**config.mk**
```make
export PLATFORM = sky130hd
export DESIGN_NAME = ping_pong_counter
export DESIGN_NICKNAME = d
export VERILOG_FILES = /design/src/rtl/ping_pong_counter.sv
export SDC_FILE = /design/constraint.sdc
export NUM_CORES = 1
export LEC_CHECK = 0
export CORE_MARGIN = 8
export CORE_UTILIZATION = 56
export CTS_BUF_LIST = sky130_fd_sc_hd__clkbuf_8
export CTS_CLUSTER_DIAMETER = 80
export DETAILED_ROUTE_END_ITERATION = 7
export PLACE_DENSITY = 0.86
export SLEW_MARGIN = 20
export SYNTH_ARGS = -nofsm -noshare
export SYNTH_HDL_FRONTEND = slang
export SYNTH_SLANG_ARGS = --single-unit
```
**constraint.sdc**
```tcl
create_clock -name clk -period 3 [get_ports clk]
set_input_delay 0.6 -clock clk [delete_from_list [all_inputs] [get_ports clk]]
set_output_delay 0.6 -clock clk [all_outputs]
set_load 0.02 [all_outputs]
```
**src/rtl/ping_pong_counter.sv**
```systemverilog
// Bounded up/down counter that reverses at max/min, with a sticky one-shot flip request.
// Optional macro PPC_TICK_EDGE_EN: step on tick rising edges instead of while tick is high.
module ping_pong_counter #(
  parameter int WIDTH = 4
) (
  input  logic             clk,
  input  logic             rst,
  input  logic             tick,
  input  logic             enable,
  input  logic             flip,
  input  logic [WIDTH-1:0] max,
  input  logic [WIDTH-1:0] min,
  output logic             direction,
  output logic [WIDTH-1:0] out,
  output logic             step
);

  localparam logic [WIDTH-1:0] ONE = WIDTH'(1);

  logic [WIDTH-1:0] r_out;
  logic             r_dir;
  logic             r_step;
  logic             r_flip_pending;
  logic             w_stb;
  logic             w_bounds_ok;
  logic             w_in_range;
  logic             w_step_ev;
  logic             w_ed;

`ifdef PPC_TICK_EDGE_EN
  logic r_tick_q;

  always_ff @(posedge clk) begin
    if (rst) r_tick_q <= 1'b0;
    else     r_tick_q <= tick;
  end

  assign w_stb = tick & ~r_tick_q;
`else
  assign w_stb = tick;
`endif

  // Out-of-range counts and degenerate bounds freeze the counter rather than wrap.
  assign w_bounds_ok = (max > min);
  assign w_in_range  = (r_out >= min) && (r_out <= max);
  assign w_step_ev   = w_stb & enable & w_bounds_ok & w_in_range;
  assign w_ed        = r_dir ^ (r_flip_pending | (flip & enable));

  always_ff @(posedge clk) begin
    if (rst) begin
      r_out          <= min;
      r_dir          <= 1'b1;
      r_step         <= 1'b0;
      r_flip_pending <= 1'b0;
    end else begin
      r_step <= w_step_ev;
      if (w_step_ev) begin
        r_flip_pending <= 1'b0;
        if (w_ed) begin
          if (r_out < max) begin
            r_out <= r_out + ONE;
            r_dir <= 1'b1;
          end else begin
            r_out <= max - ONE;
            r_dir <= 1'b0;
          end
        end else begin
          if (r_out > min) begin
            r_out <= r_out - ONE;
            r_dir <= 1'b0;
          end else begin
            r_out <= min + ONE;
            r_dir <= 1'b1;
          end
        end
      end else if (flip & enable) begin
        // Set-only: further requests before the step cannot cancel the reversal.
        r_flip_pending <= 1'b1;
      end
    end
  end

  assign out       = r_out;
  assign direction = r_dir;
  assign step      = r_step;

endmodule
```
==> results.md, run 1 <==
- Latest clock arrival within the worst-skew pair: 220 ps
- Leading post-synthesis cells by cell area: sky130_fd_sc_hd__ha_1, sky130_fd_sc_hd__edfxtp_1, sky130_fd_sc_hd__xnor2_1, sky130_fd_sc_hd__dfxtp_1, sky130_fd_sc_hd__mux2i_1
- Final setup violation count: 0
- Cell area after synthesis: 895 sq um
- Total placed cells including tap cells: 127
- Root buf cell: sky130_fd_sc_hd__clkbuf_8
- Total number of vias: 784
- First-pass iteration count of the detailed router: 4
- TNS Setup: 0 ps
- Worst VDD drop: 0.000614 V
- Sum of routed wire length over all layers: 2.05 mm
- Worst hold-check slack: 555 ps
- Die Width: 56.0 microns
- Worst Setup Path Type: in2reg
- Netlist cell types: 36
- Pin count of the biggest net entering global routing: 12
- Clock sink count: 7
- Maximum fanout along the worst path: 5
- Total area of multi-input combinational cells: 673 sq um
- Number of H-tree levels: 1
- Overall power: 0.506 mW
- Final critical-path required period: 2610 ps
- Final routed DRC violation total: 0
- Count of pins over their slew limit: 0
- Number of gates resized after cts: 0
- Syn Nets: 123
- Die Height: 56.0 microns
- Max Fclk: 383 MHz
- Data arrival time of the worst path: 2570 ps
- Most frequent cell after synthesis: sky130_fd_sc_hd__ha_1
- Initial standard-cell utilization of the core: 59.4%
- Final weighted congestion in routability-driven placement: 0.936
- I/O pins: 19
- Setup repair after global routing missed its margin: no
- Global-route wire length before repair: 3.44 mm
- Initial antenna violation count: 0
- Count of nets left with antenna violations after detail routing: 0
- Post-synth EDFFs: 4
- Post-detailed-placement cell area: 1090 sq um
- Hold Buf Count CTS: 0
- Number of rows in the core area: 14
- Filler-free cell count of the finished design: 131
- Buffers inserted by post-CTS timing repair: 0
- Yosys Warn Count: 0
- Area added between synthesis and finish: 27.0%
- Routed wirelength normalized by instance count: 15.6 microns
- Prevailing post-synth register cell: sky130_fd_sc_hd__edfxtp_1
- Worst Path Required: 2960 ps
- Max-capacitance violation count: 0
- Type of element launching the critical path: input port
- Mean number of vias per cell: 5.98
- Yosys top cell by area: sky130_fd_sc_hd__ha_1
- Number of global-route vias before repair: 789
- Total power divided by cell area: 445 nW/um^2
- Sort of element at the end of the critical path: flop
- 1st-iter DRT viols: 35
- Share of the cycle needed by the critical path after routing: 86.9%
- IO Port Bufs: 18
- Clock slew at the register clock pins of the worst setup and hold paths: 40 ps
- Count of inserted antenna diode cells: 0
- Post-route cell area: 1140 sq um
- Die outline area: 3130 sq um
- Post-synthesis average cell area: 9.52 sq um
- Result of the run: completed
- Share of Yosys cell area claimed by the top area cell type: 22.4%
- Post-detailed-placement half-perimeter wirelength: 1.73 mm
- Setup skew after layout: 0.772 ps
- Most frequent cells after synthesis: sky130_fd_sc_hd__ha_1, sky130_fd_sc_hd__inv_1, sky130_fd_sc_hd__a21oi_1, sky130_fd_sc_hd__xnor2_1
- Count of filler cells inserted in the layout: 124
- Path class of the lowest-slack min-delay path: reg2reg
- Flops & latches, synth: 7
- Actual transition at the worst max-transition pin: 334 ps
- Worst setup slack after placement: 174 ps
- Net count of the finished layout: 145
- Total grt overflow: 0
- Leakage power: 0.502 nW
- Final hold violation count: 0
- Synth async-reset ratio: 0%
- Area taken by flip-flops and latches: 180 sq um
- Share of the yosys chip area belonging to registers: 20.1%
- Synthesized instance count: 94
- Final worst-path setup slack: 392 ps
- Number of buffers created by CTS: 3
- Share of post-route cells with drive strength above 1: 11.3%
- Clock tree from TritonCTS: done
- Share of the core filled with cells: 75.4%
- Max_slew headroom: 77.7%
- Core area: 1510 sq um
- Maximum root-to-sink buffer count: 2
- GRT Total Usage: 12.9%
==> placed cells by master (no fill, tap or decap), types with 3 or more instances in the layout <==
| master | Yosys | layout |
|---|---|---|
| sky130_fd_sc_hd__clkdlybuf4s50_1 | 0 | 18 |
| sky130_fd_sc_hd__ha_1 | 16 | 16 |
| sky130_fd_sc_hd__inv_1 | 10 | 11 |
| sky130_fd_sc_hd__xnor2_1 | 7 | 7 |
| sky130_fd_sc_hd__a21oi_1 | 7 | 7 |
| sky130_fd_sc_hd__mux2i_1 | 5 | 5 |
| sky130_fd_sc_hd__nand3_1 | 5 | 5 |
| sky130_fd_sc_hd__edfxtp_1 | 4 | 4 |
| sky130_fd_sc_hd__nor2_1 | 3 | 3 |
| sky130_fd_sc_hd__clkbuf_8 | 0 | 3 |
| sky130_fd_sc_hd__dfxtp_1 | 3 | 3 |
==> critical path: stages <==
cell                              delay (ps)
sky130_fd_sc_hd__clkdlybuf4s50_1         560
sky130_fd_sc_hd__inv_1                   100
sky130_fd_sc_hd__ha_1                    320
sky130_fd_sc_hd__and4_2                  250
sky130_fd_sc_hd__a21oi_4                 240
sky130_fd_sc_hd__mux2i_1                 130
sky130_fd_sc_hd__a221o_1                 360
==> registers in the layout, indices dropped and copies added, names as in the netlist <==
| name | cells |
|---|---|
| r_flip_pending | 1 |
| step | 1 |
| out | 4 |
| direction | 1 |
==> kinds of logic after synthesis <==
family / share of synthesized area (%)
simple gates: 16.2
compound gates: 22.2
fa+ha+maj: 22.4
xor+xnor: 8.81
mux: 5.59
flops: 20.1
buf+inv: 4.62
==> worst paths after layout <==
kind	start	endpoint	slack (ps)	depth (start not counted)
worst max register to register	out[0]$_DFFE_PP_	out[2]$_DFFE_PP_	840	6
worst max-delay path	min[2]	out[2]$_DFFE_PP_	390	7
worst min-delay path	r_flip_pending$_SDFFE_PP0P_	r_flip_pending$_SDFFE_PP0P_	560	2
worst min register to register	r_flip_pending$_SDFFE_PP0P_	r_flip_pending$_SDFFE_PP0P_	560	2
==> area by class of cell <==
type / instances / share of cell area [%]
Sequential cell: 7 / 15.9
Clock buffer: 3 / 3.63
Tap cell: 16 / 1.76
Inverter: 10 / 3.30
Clock inverter: 1 / 0.330
Timing Repair Buffer: 18 / 15.9
Multi-Input combinational cell: 76 / 59.3
==> layer usage <==
metal	vias up	share of wire, %	GRT usage (%)
li1	391	-	-
met1	358	46	15.8
met2	31	44	20.8
met3	4	7.2	4.34
met4	0	2.2	3.44
met5	-	0	0
==> report_power, final <==
group	total, mW	switching, mW	internal, mW
Sequential	0.134	0.0178	0.116
Combinational	0.248	0.126	0.122
Clock	0.124	0.0355	0.0880
(Power assumes the default switching activity.)
==> inputs of run 2 (changes only) <==
CORE_UTILIZATION = 54   (was 56)
CTS_BUF_LIST = unset   (was sky130_fd_sc_hd__clkbuf_8)
HOLD_SLACK_MARGIN = 0.08   (was unset)
MAX_ROUTING_LAYER = met4   (was unset)
PLACE_DENSITY = 0.83   (was 0.86)
==> run 2 against run 1 <==
Net effect:
- global-route usage is 1.2 points higher
- largest cell class unchanged
- via count up 2.0%
- register-to-register slack improved by 30 ps
- critical path type unchanged
==> results.md, run 2 (synthesized netlist as in run 1, its figures left out) <==
- Global-route wire length before repair: 3.68 mm (+7.0%)
- Count of nets left with antenna violations after detail routing: 0 (unchanged)
- Largest register FFs: 4 (unchanged)
- TNS Setup: 0 ps (unchanged)
- Number of gates resized after cts: 0 (unchanged)
- Result of the run: completed
- Post-detailed-placement half-perimeter wirelength: 1.80 mm (+3.5%)
- Leading cell type in the layout, fill and taps excluded: sky130_fd_sc_hd__clkdlybuf4s50_1
- Sort of element at the end of the critical path: flop
- Root buf cell: sky130_fd_sc_hd__clkbuf_4
- GRT Total Usage: 14.0% (+1.2 points)
- Total placed cells including tap cells: 128 (+0.79%)
- Filler-free cell count of the finished design: 132 (+0.76%)
- Pin count of the biggest net entering global routing: 12 (unchanged)
- Total grt overflow: 0 (unchanged)
- Total power divided by cell area: 420 nW/um^2 (-5.6%)
- First-pass iteration count of the detailed router: 4 (unchanged)
- Final hold violation count: 0 (unchanged)
- Count of inserted antenna diode cells: 0 (unchanged)
- Setup repair after global routing missed its margin: no
- Routed wirelength normalized by instance count: 16.8 microns (+7.2%)
- Final routed DRC violation total: 0 (unchanged)
- Number of global-route vias before repair: 832 (+5.4%)
- Total number of vias: 800 (+2.0%)
- Highest-count cells in the layout ignoring fill and taps: sky130_fd_sc_hd__clkdlybuf4s50_1, sky130_fd_sc_hd__ha_1, sky130_fd_sc_hd__inv_1, sky130_fd_sc_hd__xnor2_1, sky130_fd_sc_hd__a21oi_1
- Latest clock arrival within the worst-skew pair: 250 ps (+30 ps)
- Leakage power: 0.494 nW (-1.4%)
- 1st-iter DRT viols: 36 (+2.9%)
- Number of buffers created by CTS: 3 (unchanged)
- I/O pins: 19 (unchanged)
- Worst setup slack after placement: 171 ps (-3.01 ps)
- Mean number of vias per cell: 6.06 (+1.3%)
- Max_slew headroom: 77.4% (-0.36 points)
- Actual transition at the worst max-transition pin: 337 ps (+2.97 ps)
- Sum of routed wire length over all layers: 2.21 mm (+8.1%)
- Final critical-path required period: 2570 ps (-33.8 ps)
- Number of H-tree levels: 1 (unchanged)
- Count of pins over their slew limit: 0 (unchanged)
- Clock sink count: 7 (unchanged)
- Setup skew after layout: 9.99 ps (+9.22 ps)
- Setup slack on the worst flop-to-flop path: 870 ps (+30 ps)
- Number of rows in the core area: 14 (unchanged)
- Clock tree from TritonCTS: done
- Type of element launching the critical path: input port
- Share of the cycle needed by the critical path after routing: 85.8% (-1.1 points)
- IO Port Bufs: 18 (unchanged)
- Path class of the lowest-slack min-delay path: reg2reg
- Worst VDD drop: 0.000281 V (-54%)
- Area added between synthesis and finish: 25.7%
- Hold Buf Count CTS: 0 (unchanged)
- Initial standard-cell utilization of the core: 58.7% (-0.68 points)
- Net count of the finished layout: 146 (+0.69%)
- Final setup violation count: 0 (unchanged)
- Die Width: 56.7 microns (+1.3%)
- Worst Path Required: 3010 ps (+50 ps)
- Die outline area: 3210 sq um (+2.6%)
- Final worst-path setup slack: 426 ps (+33.8 ps)
- Buffers inserted by post-CTS timing repair: 0 (unchanged)
- Die Height: 56.7 microns (+1.3%)
- Data arrival time of the worst path: 2580 ps (about the same)
- Max Fclk: 388 MHz (+1.3%)
- Worst Setup Path Type: in2reg
- Initial antenna violation count: 0 (unchanged)
- Clock slew at the register clock pins of the worst setup and hold paths: 60 ps (+20 ps)
- Maximum fanout along the worst path: 5 (unchanged)
- Max-capacitance violation count: 0 (unchanged)
- Maximum root-to-sink buffer count: 2 (unchanged)
- Core area: 1520 sq um (+1.2%)
- Share of the core filled with cells: 73.8% (-1.6 points)
- Count of filler cells inserted in the layout: 130 (+4.8%)
- Final weighted congestion in routability-driven placement: 0.995 (+6.3%)
- Share of post-route cells with drive strength above 1: 12.1% (+0.76 points)
## run 2: metal layers
layer | GRT usage (%) | vias up | share of wire, % | wire, microns
li1 | - | 392 | - | -
met5 | - | - | 0 | 0
met3 | 4.27 | 2 | 5.9 | 131
met1 | 16.9 | 378 | 44 | 964
met2 | 22.7 | 28 | 50 | 1110
met4 | 2.06 | 0 | 0.27 | 6
## run 2: report_power, final
part / internal [mW] / switching (mW)
registers: 0.116 / 0.0184
logic: 0.123 / 0.129
clock network: 0.0508 / 0.0355
## run 2: final cells by class
cell class	instances	area (sq um)	area share, %
multi-input combinational	76	673	59.8
timing repair buffer	19	188	16.7
sequential	7	180	16.0
inverter	10	37.5	3.34
clock buffer	4	26.3	2.34
tap	16	20.0	1.78
## run 2: path summary, 6_finish.rpt
path,from,depth (start not counted),to
min,direction$_SDFFE_PP1P_,2,direction$_SDFFE_PP1P_
min reg2reg,direction$_SDFFE_PP1P_,2,direction$_SDFFE_PP1P_
max reg2reg,out[0]$_DFFE_PP_,6,out[2]$_DFFE_PP_
max,min[2],7,out[2]$_DFFE_PP_
## run 2: critical path, stage by stage
cell and delay (ps):
sky130_fd_sc_hd__clkdlybuf4s50_1 560, sky130_fd_sc_hd__inv_1 120, sky130_fd_sc_hd__ha_1 330, sky130_fd_sc_hd__and4_2 260, sky130_fd_sc_hd__a21oi_4 230, sky130_fd_sc_hd__mux2i_1 130, sky130_fd_sc_hd__a221o_1 350
## run 2: through the flow
stage | total power, mW | hold slack (ps) | instance area (sq um)
finish | 0.473 | 543 | 1120
floorplan | 0.308 | 519 | 895
CTS | 0.474 | 549 | 1120
global placement | 0.377 | 534 | 1100
detailed placement | 0.385 | 534 | 1100
global route | 0.503 | 588 | 1120
